**src/rtl/tap_loader_pkg.sv**
```systemverilog
// rtl/tap_loader_pkg.sv - shared types and constants for the .TAP image parser
package tap_pkg;

  typedef enum logic [2:0] {
    IDLE,
    SYNC,
    HDR,
    NAME,
    DATA,
    DONE,
    ERR
  } tap_state_t;

  localparam logic [7:0] TAP_SYNC    = 8'h16;
  localparam logic [7:0] TAP_MARK    = 8'h24;
  localparam int         TAP_HDR_LEN = 9;

  // Byte positions inside the 9-byte header that follows the marker
  localparam logic [3:0] HDR_TYPE     = 4'd2;
  localparam logic [3:0] HDR_AUTORUN  = 4'd3;
  localparam logic [3:0] HDR_END_HI   = 4'd4;
  localparam logic [3:0] HDR_END_LO   = 4'd5;
  localparam logic [3:0] HDR_START_HI = 4'd6;
  localparam logic [3:0] HDR_START_LO = 4'd7;

endpackage

```
**src/rtl/tap_loader.sv**
```systemverilog
// rtl/tap_loader.sv - streams the first file of an Oric .TAP image into RAM
module tap_loader
  import tap_pkg::*;
#(
  parameter int MIN_SYNC = 3,
  parameter int MAX_NAME = 16
) (
  input  logic        clk,
  input  logic        reset_n,
  input  logic        ioctl_download,
  input  logic        ioctl_wr,
  input  logic [24:0] ioctl_addr,
  input  logic [7:0]  ioctl_dout,
  output logic [15:0] tape_addr,
  output logic [7:0]  tape_dout,
  output logic        tape_wr,
  output logic [15:0] loadpoint,
  output logic        tape_autorun,
  output logic        tape_type,
  output logic        tape_complete,
  output logic        tape_error
);

  localparam int NW = $clog2(MAX_NAME + 1);

  tap_state_t    state, state_next, cur;
  logic [2:0]    sync_cnt, sync_next;
  logic [3:0]    hdr_idx, hdr_idx_next;
  logic [NW-1:0] name_cnt, name_next;
  logic [15:0]   start_addr, start_next, end_addr, end_next, wptr, wptr_next;
  logic          hdr_type, hdr_type_next, hdr_auto, hdr_auto_next;
  logic          dl_q, wr_now, accept, restart, fall;

  assign accept  = ioctl_download & ioctl_wr;
  assign restart = accept && (ioctl_addr == '0);
  assign fall    = dl_q & ~ioctl_download;

  always_comb begin
    state_next    = state;
    cur           = state;
    sync_next     = sync_cnt;
    hdr_idx_next  = hdr_idx;
    name_next     = name_cnt;
    start_next    = start_addr;
    end_next      = end_addr;
    wptr_next     = wptr;
    hdr_type_next = hdr_type;
    hdr_auto_next = hdr_auto;
    wr_now        = 1'b0;

    // A restart byte is parsed as if the machine were already in a fresh SYNC
    if (restart) begin
      cur          = SYNC;
      state_next   = SYNC;
      sync_next    = '0;
      hdr_idx_next = '0;
      name_next    = '0;
    end

    if (accept) begin
      case (cur)
        SYNC: begin
          if (ioctl_dout == TAP_SYNC) begin
            sync_next = (sync_next == 3'd7) ? 3'd7 : sync_next + 3'd1;
          end else if (ioctl_dout == TAP_MARK && int'(sync_next) >= MIN_SYNC) begin
            state_next = HDR;
          end else begin
            sync_next = '0;
          end
        end
        HDR: begin
          case (hdr_idx)
            HDR_TYPE:     hdr_type_next = ioctl_dout[7];
            HDR_AUTORUN:  hdr_auto_next = (ioctl_dout != 8'h00);
            HDR_END_HI:   end_next[15:8] = ioctl_dout;
            HDR_END_LO:   end_next[7:0] = ioctl_dout;
            HDR_START_HI: start_next[15:8] = ioctl_dout;
            HDR_START_LO: start_next[7:0] = ioctl_dout;
            default: ;
          endcase
          if (int'(hdr_idx) == TAP_HDR_LEN - 1) begin
            state_next = (end_addr < start_addr) ? ERR : NAME;
          end else begin
            hdr_idx_next = hdr_idx + 4'd1;
          end
        end
        NAME: begin
          if (ioctl_dout == 8'h00) begin
            state_next = DATA;
            wptr_next  = start_addr;
          end else if (name_cnt == NW'(MAX_NAME)) begin
            state_next = ERR;
          end else begin
            name_next = name_cnt + 1'b1;
          end
        end
        DATA: begin
          wr_now = 1'b1;
          // Compare before incrementing so an end address of 0xFFFF never wraps
          if (wptr == end_addr) state_next = DONE;
          else wptr_next = wptr + 16'd1;
        end
        default: ;
      endcase
    end

    if (fall && (state_next inside {SYNC, HDR, NAME, DATA})) state_next = ERR;
  end

  always_ff @(posedge clk) begin
    if (!reset_n) begin
      state         <= IDLE;
      sync_cnt      <= '0;
      hdr_idx       <= '0;
      name_cnt      <= '0;
      start_addr    <= '0;
      end_addr      <= '0;
      wptr          <= '0;
      hdr_type      <= 1'b0;
      hdr_auto      <= 1'b0;
      dl_q          <= 1'b0;
      tape_addr     <= '0;
      tape_dout     <= '0;
      tape_wr       <= 1'b0;
      loadpoint     <= '0;
      tape_autorun  <= 1'b0;
      tape_type     <= 1'b0;
      tape_complete <= 1'b0;
      tape_error    <= 1'b0;
    end else begin
      state         <= state_next;
      sync_cnt      <= sync_next;
      hdr_idx       <= hdr_idx_next;
      name_cnt      <= name_next;
      start_addr    <= start_next;
      end_addr      <= end_next;
      wptr          <= wptr_next;
      hdr_type      <= hdr_type_next;
      hdr_auto      <= hdr_auto_next;
      dl_q          <= ioctl_download;
      tape_wr       <= wr_now;
      tape_complete <= (state_next == DONE);
      tape_error    <= (state_next == ERR);
      if (wr_now) begin
        tape_addr <= wptr;
        tape_dout <= ioctl_dout;
      end
      if (restart) begin
        tape_autorun <= 1'b0;
      end else if (state_next == DONE && state != DONE) begin
        tape_autorun <= hdr_auto;
        tape_type    <= hdr_type;
        loadpoint    <= start_addr;
      end
    end
  end

endmodule

```
**config.mk**
```make
export PLATFORM = sky130hd
export DESIGN_NAME = tap_loader
export DESIGN_NICKNAME = d
export VERILOG_FILES = /design/src/rtl/tap_loader_pkg.sv /design/src/rtl/tap_loader.sv
export SDC_FILE = /design/constraint.sdc
export NUM_CORES = 1
export LEC_CHECK = 0
export ABC_AREA = 1
export BUFFER_PORTS_ARGS = -buffer_cell sky130_fd_sc_hd__buf_2
export CORE_MARGIN = 8
export CORE_UTILIZATION = 50
export CTS_CLUSTER_DIAMETER = 60
export DETAILED_ROUTE_END_ITERATION = 12
export HOLD_SLACK_MARGIN = 0.1
export PLACE_DENSITY = 0.71
export SLEW_MARGIN = 20
export SYNTH_ARGS = -nofsm -noshare
export SYNTH_HDL_FRONTEND = slang
export SYNTH_SLANG_ARGS = --single-unit
```
**constraint.sdc**
```tcl
create_clock -name clk -period 7.1 [get_ports clk]
set_clock_uncertainty 0.1 [all_clocks]
set_input_delay 0.355 -clock clk [delete_from_list [all_inputs] [get_ports clk]]
set_output_delay 0.355 -clock clk [all_outputs]
set_load 0.03 [all_outputs]
```
Word level (Yosys, flattened, before mapping)

Index checks and enable logic that the tools add are counted.

Register bits: 111
Output and inout port bits: 45
Word-level logic and storage cells: 105

Add/subtract/negate cells: 4
$lt $le $gt $ge: 2
Equal/unequal tests: 25
Multiplexer cells: 31
Bitwise gates (word level): 5
Reduce and logical (&&, ||, !) cells: 18

Operator list:

| operator                | count |
|---|---|
| $mux W3                 | 16 |
| $mux W16                | 2 |
| $pmux W16 S2            | 1 |
| $logic_not A25 Y1       | 1 |
| $mux W5                 | 5 |
| $reduce_and A3 Y1       | 6 |
| $add A16 B1 Y16 const B | 1 |
| $eq A16 B16 Y1          | 1 |
| $eq A4 B3 Y1 const B    | 4 |
| $lt A16 B16 Y1          | 1 |
| $mux W4                 | 4 |
| $eq A3 B3 Y1 const B    | 5 |
| $eq A3 B2 Y1 const B    | 4 |
| $pmux W3 S4             | 1 |
| $eq A4 B2 Y1 const B    | 2 |
| $eq A8 B5 Y1 const B    | 1 |
| $eq A8 B6 Y1 const B    | 1 |
| $logic_not A8 Y1        | 1 |
| $reduce_bool A8 Y1      | 1 |
| $eq A3 B1 Y1 const B    | 2 |
| $add A5 B1 Y5 const B   | 1 |
| $eq A5 B5 Y1 const B    | 1 |
| $add A4 B1 Y4 const B   | 1 |
| $eq A4 B4 Y1 const B    | 1 |
| 13 further kinds        | 21 |

Longest topological paths before layout

Depth in word-level cells: 16
Mapped depth: 20

Least setup slack after synthesis

No wires, ideal clock.

Path type: input -> register
From: in ioctl_addr[9]
To: reg loadpoint[10]
Setup time: 0.113 ns
Data arrival time: 2.311 ns
Data required time: 6.887 ns
Path slack: 4.577 ns
Stages on the path: 19
Path through: nor2_1 -> nand2_1 -> nor2_4 -> nand4_4 -> buf_2 -> inv_1 -> nor2_1 -> ha_1 -> inv_1 -> nand2_1 -> nand2_1 -> nand2_1 -> nand3_1 -> nand2_1 -> nand2_1 -> nand3_4 -> buf_2 -> nor2_1 -> nor2_1

Cells in the longest elaborated chain, start to end: 16
Elaborated cells on any way between the ends: 29

Ends and longest elaborated chain:

| item                                 | RTL line          | text |
|---|---|---|
| from (decl)                          | tap_loader.sv:12  | `input logic [24:0] ioctl_addr,` |
| $logic_not A25 Y1 (*)                | tap_loader.sv:35  | `assign restart = accept && (ioctl_addr == '0);` |
| $logic_and A1 B1 Y1 (*)              | tap_loader.sv:35  |  |
| $mux W3                              | tap_loader.sv:52  | `if (restart) begin` |
| $ge A3 B2 Y1                         | tap_loader.sv:65  | `end else if (ioctl_dout == TAP_MARK && int'(sync_next) >= MIN_SYNC) begin` |
| $logic_and A1 B1 Y1                  | tap_loader.sv:65  |  |
| $mux W3                              | tap_loader.sv:65  |  |
| $mux W3                              | tap_loader.sv:63  | `if (ioctl_dout == TAP_SYNC) begin` |
| $pmux W3 S4                          | tap_loader.sv:61  | `case (cur)` |
| $mux W3                              | tap_loader.sv:60  | `if (accept) begin` |
| $eq A3 B1 Y1 (tied with other cells) | tap_loader.sv:107 | `if (fall && (state_next inside {SYNC, HDR, NAME, DATA})) state_next = ERR;` |
| $reduce_bool A4 Y1                   | tap_loader.sv:107 |  |
| $logic_and A1 B1 Y1                  | tap_loader.sv:107 |  |
| $mux W3                              | tap_loader.sv:107 |  |
| $eq A3 B3 Y1                         | tap_loader.sv:150 | `end else if (state_next == DONE && state != DONE) begin` |
| $logic_and A1 B1 Y1                  | tap_loader.sv:150 |  |
| $reduce_and A2 Y1 (no line) (*)      | --                |  |
| to (signal assigned)                 | tap_loader.sv:153 | `loadpoint <= start_addr;` |
| to (decl)                            | tap_loader.sv:17  | `output logic [15:0] loadpoint,` |

Every way passes the cells marked *; elsewhere a longest branch is shown, timed or not.
A chain may end at the register's enable or synchronous reset.

Worst setup path after layout

From: in ioctl_download
To: reg loadpoint[9]

Cells in the longest elaborated chain, start to end: 16
Elaborated cells on any way between the ends: 31

Ends and longest elaborated chain:

| item                                 | RTL line          | text |
|---|---|---|
| from (decl)                          | tap_loader.sv:10  | `input logic ioctl_download,` |
| $and A1 B1 Y1                        | tap_loader.sv:34  | `assign accept = ioctl_download & ioctl_wr;` |
| $logic_and A1 B1 Y1                  | tap_loader.sv:35  |  |
| $mux W3                              | tap_loader.sv:52  |  |
| $ge A3 B2 Y1                         | tap_loader.sv:65  |  |
| $logic_and A1 B1 Y1                  | tap_loader.sv:65  |  |
| $mux W3                              | tap_loader.sv:65  |  |
| $mux W3                              | tap_loader.sv:63  |  |
| $pmux W3 S4                          | tap_loader.sv:61  |  |
| $mux W3                              | tap_loader.sv:60  |  |
| $eq A3 B1 Y1 (tied with other cells) | tap_loader.sv:107 |  |
| $reduce_bool A4 Y1                   | tap_loader.sv:107 |  |
| $logic_and A1 B1 Y1                  | tap_loader.sv:107 |  |
| $mux W3                              | tap_loader.sv:107 |  |
| $eq A3 B3 Y1                         | tap_loader.sv:150 |  |
| $logic_and A1 B1 Y1                  | tap_loader.sv:150 |  |
| $reduce_and A2 Y1 (no line) (*)      | --                |  |

Marked as above.

==> reports/results.ini <==
[run_status]
status=finished clean

[floorplanning]
die_area_um2=15070
initial_core_util=0.5054
ios=82
core-area_um2=11270
rows=39
die_w_um=122.7
fp.dieH_um=122.7

[global_routing]
grt_util_all_layers=0.1946
grt_pass1_vias=4864
grt_pass1_wl_mm=23.46
antenna_found_initial=0
grt_max_degree=69
grt_overflow_total=0

[clock_tree]
cts_inserted_buffers=9
clk_latency_ps=360
cts_htree_levels=3
cts_max_path_buffers=2
cts_root_buffer=clkbuf_16
cts_tree=done
cts_sinks=111
path_clk_slew_ps=70

[detailed_routing]
vias=5259
wl_mm=14.13
top_layer=met4
via_per_inst=5.176
drt-pass1-iter-count=5
drc_errors=0
postRouteAntennaNets=0
drt-met1-wl_mm=6.568
route.met2.wl_mm=6.533
drtIter0Drc=363
wl_per_cell_um=13.91
wl_met3_um=823

[logic_synthesis]
synth_top_cell_area_share=0.3901
synth_nets=869
synth_area_um2=5697
ys_types=40
synthTopCellsByArea=dfxtp_1 (39%), nor2_1 (9.9%), nand2_1 (8.8%)
postSynthAreaPerCell_um2=7.042
synth_ff_type=dfxtp_1
synth_seq_cells=111
postSynthCellCount=809
synthArstFlopShare=0
synth_warnings=0
yosysTopAreaCell=dfxtp_1
seq_area_frac_synth=0.3901
synth_edf_count=0

[place]
dp_hpwl_mm=10.46
placed_area_um2=6142
routabilityCongestion=0.9057
port_buffers=81

[setup_path]
crit_required_ps=7250
r2r-end=loadpoint[9]
r2r_slack_ps=4200
endpoint_kind=register
worstPathArrival_ps=3610
cp-startpoint=ioctl_download
critical_path_class=input pin to register
start_kind=input pin
rr_worst_depth=10
rr_startpoint=state[1]
path_max_fanout=36

[timing]
setup_tns_ps=0
hold_viol_final=0
rsz0062_at_grt=false
fmax_mhz=289.1
tightest_slew_ps=959.8
maxSlewViolCount=0
slew_headroom=0.3577
finalSetupViolCount=0
period_needed_ps=3459
min_period_over_period=0.4872

[power_and_ir_drop]
p_leak_uw=0.003105
power_density_nw_per_um2=182.2
ir_drop_mv=0.1501
finalPower_uw=1176

[layout]
n_antenna_cell=0
final_nets=929
area_growth_pct=13.31
drive_gt1_frac=0.1363
design_area_um2=6455
fin_util=0.5727

[hold_path]
hp-class=input pin to register
hold_end=start_addr[2]
hold_depth=3
hold_start=ioctl_dout[2]

[flow_run]
cap_violations=0

[worst max-delay path by stage]
stage                    end  slack (ps)  depth (start not counted)
2_1_floorplan  loadpoint[10]        4580                         19
3_3_place_gp        wptr[15]        3570                         12
3_5_place_dp    loadpoint[9]        3430                         13
4_1_cts         loadpoint[9]        3220                         14
5_1_grt         loadpoint[9]        3290                         14
6_report        loadpoint[9]        3640                         14
[registers in the layout, summed over array words and instances, names as in the netlist]
| register | cells |
|---|---|
| end_addr | 16 |
| loadpoint | 16 |
| start_addr | 16 |
| tape_addr | 16 |
| wptr | 16 |
| tape_dout | 8 |
| name_cnt | 5 |
| hdr_idx | 4 |
| state | 3 |
| sync_cnt | 3 |
| dl_q | 1 |
| hdr_auto | 1 |
| hdr_type | 1 |
| tape_autorun | 1 |
| tape_complete | 1 |
| tape_error | 1 |
| tape_type | 1 |
| tape_wr | 1 |
[synthesized netlist by cell type (3+ instances only)]
cell type and count:
o211ai_1 5, nor2_1 151, inv_1 93, clkbuf_1 22, a31oi_1 7, xnor2_1 8
nand4_1 3, nand2_1 133, dfxtp_1 111, xor2_1 22, buf_2 7, nor3_1 5
buf_1 3, nor2_4 4, ha_1 23, a21oi_1 85, nand4_4 3, nor4_1 4
nand3_1 32, o21ai_0 59
[cell usage in the layout (no fill, tap or decap), drive strengths merged]
cell,n
or2,1
dfxtp,111
and3,1
o21bai,1
o31ai,1
buf,84
inv,95
nor2,155
nor4,4
a31oi,7
o211ai,5
nand3b,2
a21oi,85
o21ai,62
bufinv,1
dlygate4sd3,1
o2111ai,1
nand4,7
o41ai,1
clkinvlp,2
nor3,5
a311oi,2
ha,23
clkbuf,10
o21a,1
a22oi,1
nand2,135
clkinv,3
xnor2,8
xor2,22
nand3,36
[critical path: stages]
cell and delay, ps:
dlygate4sd3_1 530, buf_2 130, nand2_1 130, inv_1 250, nand4_4 300, nand3_2 520, nor2_1 390, nor2_1 70
nand3_1 70, nand2_1 70, nand2_1 150, nand3_4 320, nor2_1 250, nor2_1 70
[timing repair]
action                    4_1_cts  5_1_grt
resized for setup               0        0
hold buffers                    1        0
hold endpoints to repair        1        0
setup buffers                   0        0
[cells by family after synthesis]
kind of cell	synth area share
fa+ha+maj	0.05052
simple gates	0.2653
xor+xnor	0.04612
compound gates	0.1555
buf+inv	0.09246
flops	0.3901
[stage by stage]
stage                     hold slack (ps)  cells  worst slack [ps]
after CTS                           194.0   1016              3222
after detailed placement            334.6   1000              3435
after global placement              332.2   1000              3566
final                               205.9   1016              3641
after global routing                239.0   1016              3291
after floorplan                     324.1    809              4577
[area by class of cell]
| cell class | count | area [µm²] |
|---|---|---|
| multi-input combinational | 566 | 2958 |
| clock buffer | 10 | 239.0 |
| fill | 1098 | 4817 |
| sequential | 111 | 2222 |
| tap | 143 | 178.9 |
| clock inverter | 5 | 58.81 |
| inverter | 96 | 360.3 |
| timing repair buffer | 85 | 437.9 |
[power breakdown]
| part | switching, µW | internal [µW] | leakage [µW] |
|---|---|---|---|
| combinational | 25.9 | 11.9 | 0.00207 |
| clock | 234 | 282 | 0.000141 |
| sequential | 0.0666 | 622 | 0.000894 |
[metal layers]
metal | GRT usage | vias to the layer above
li1 | - | 2708
met1 | 0.2485 | 2387
met2 | 0.3143 | 144
met3 | 0.05428 | 20
met4 | 0.05560 | 0
met5 | 0 | -
(Power assumes the default switching activity.)
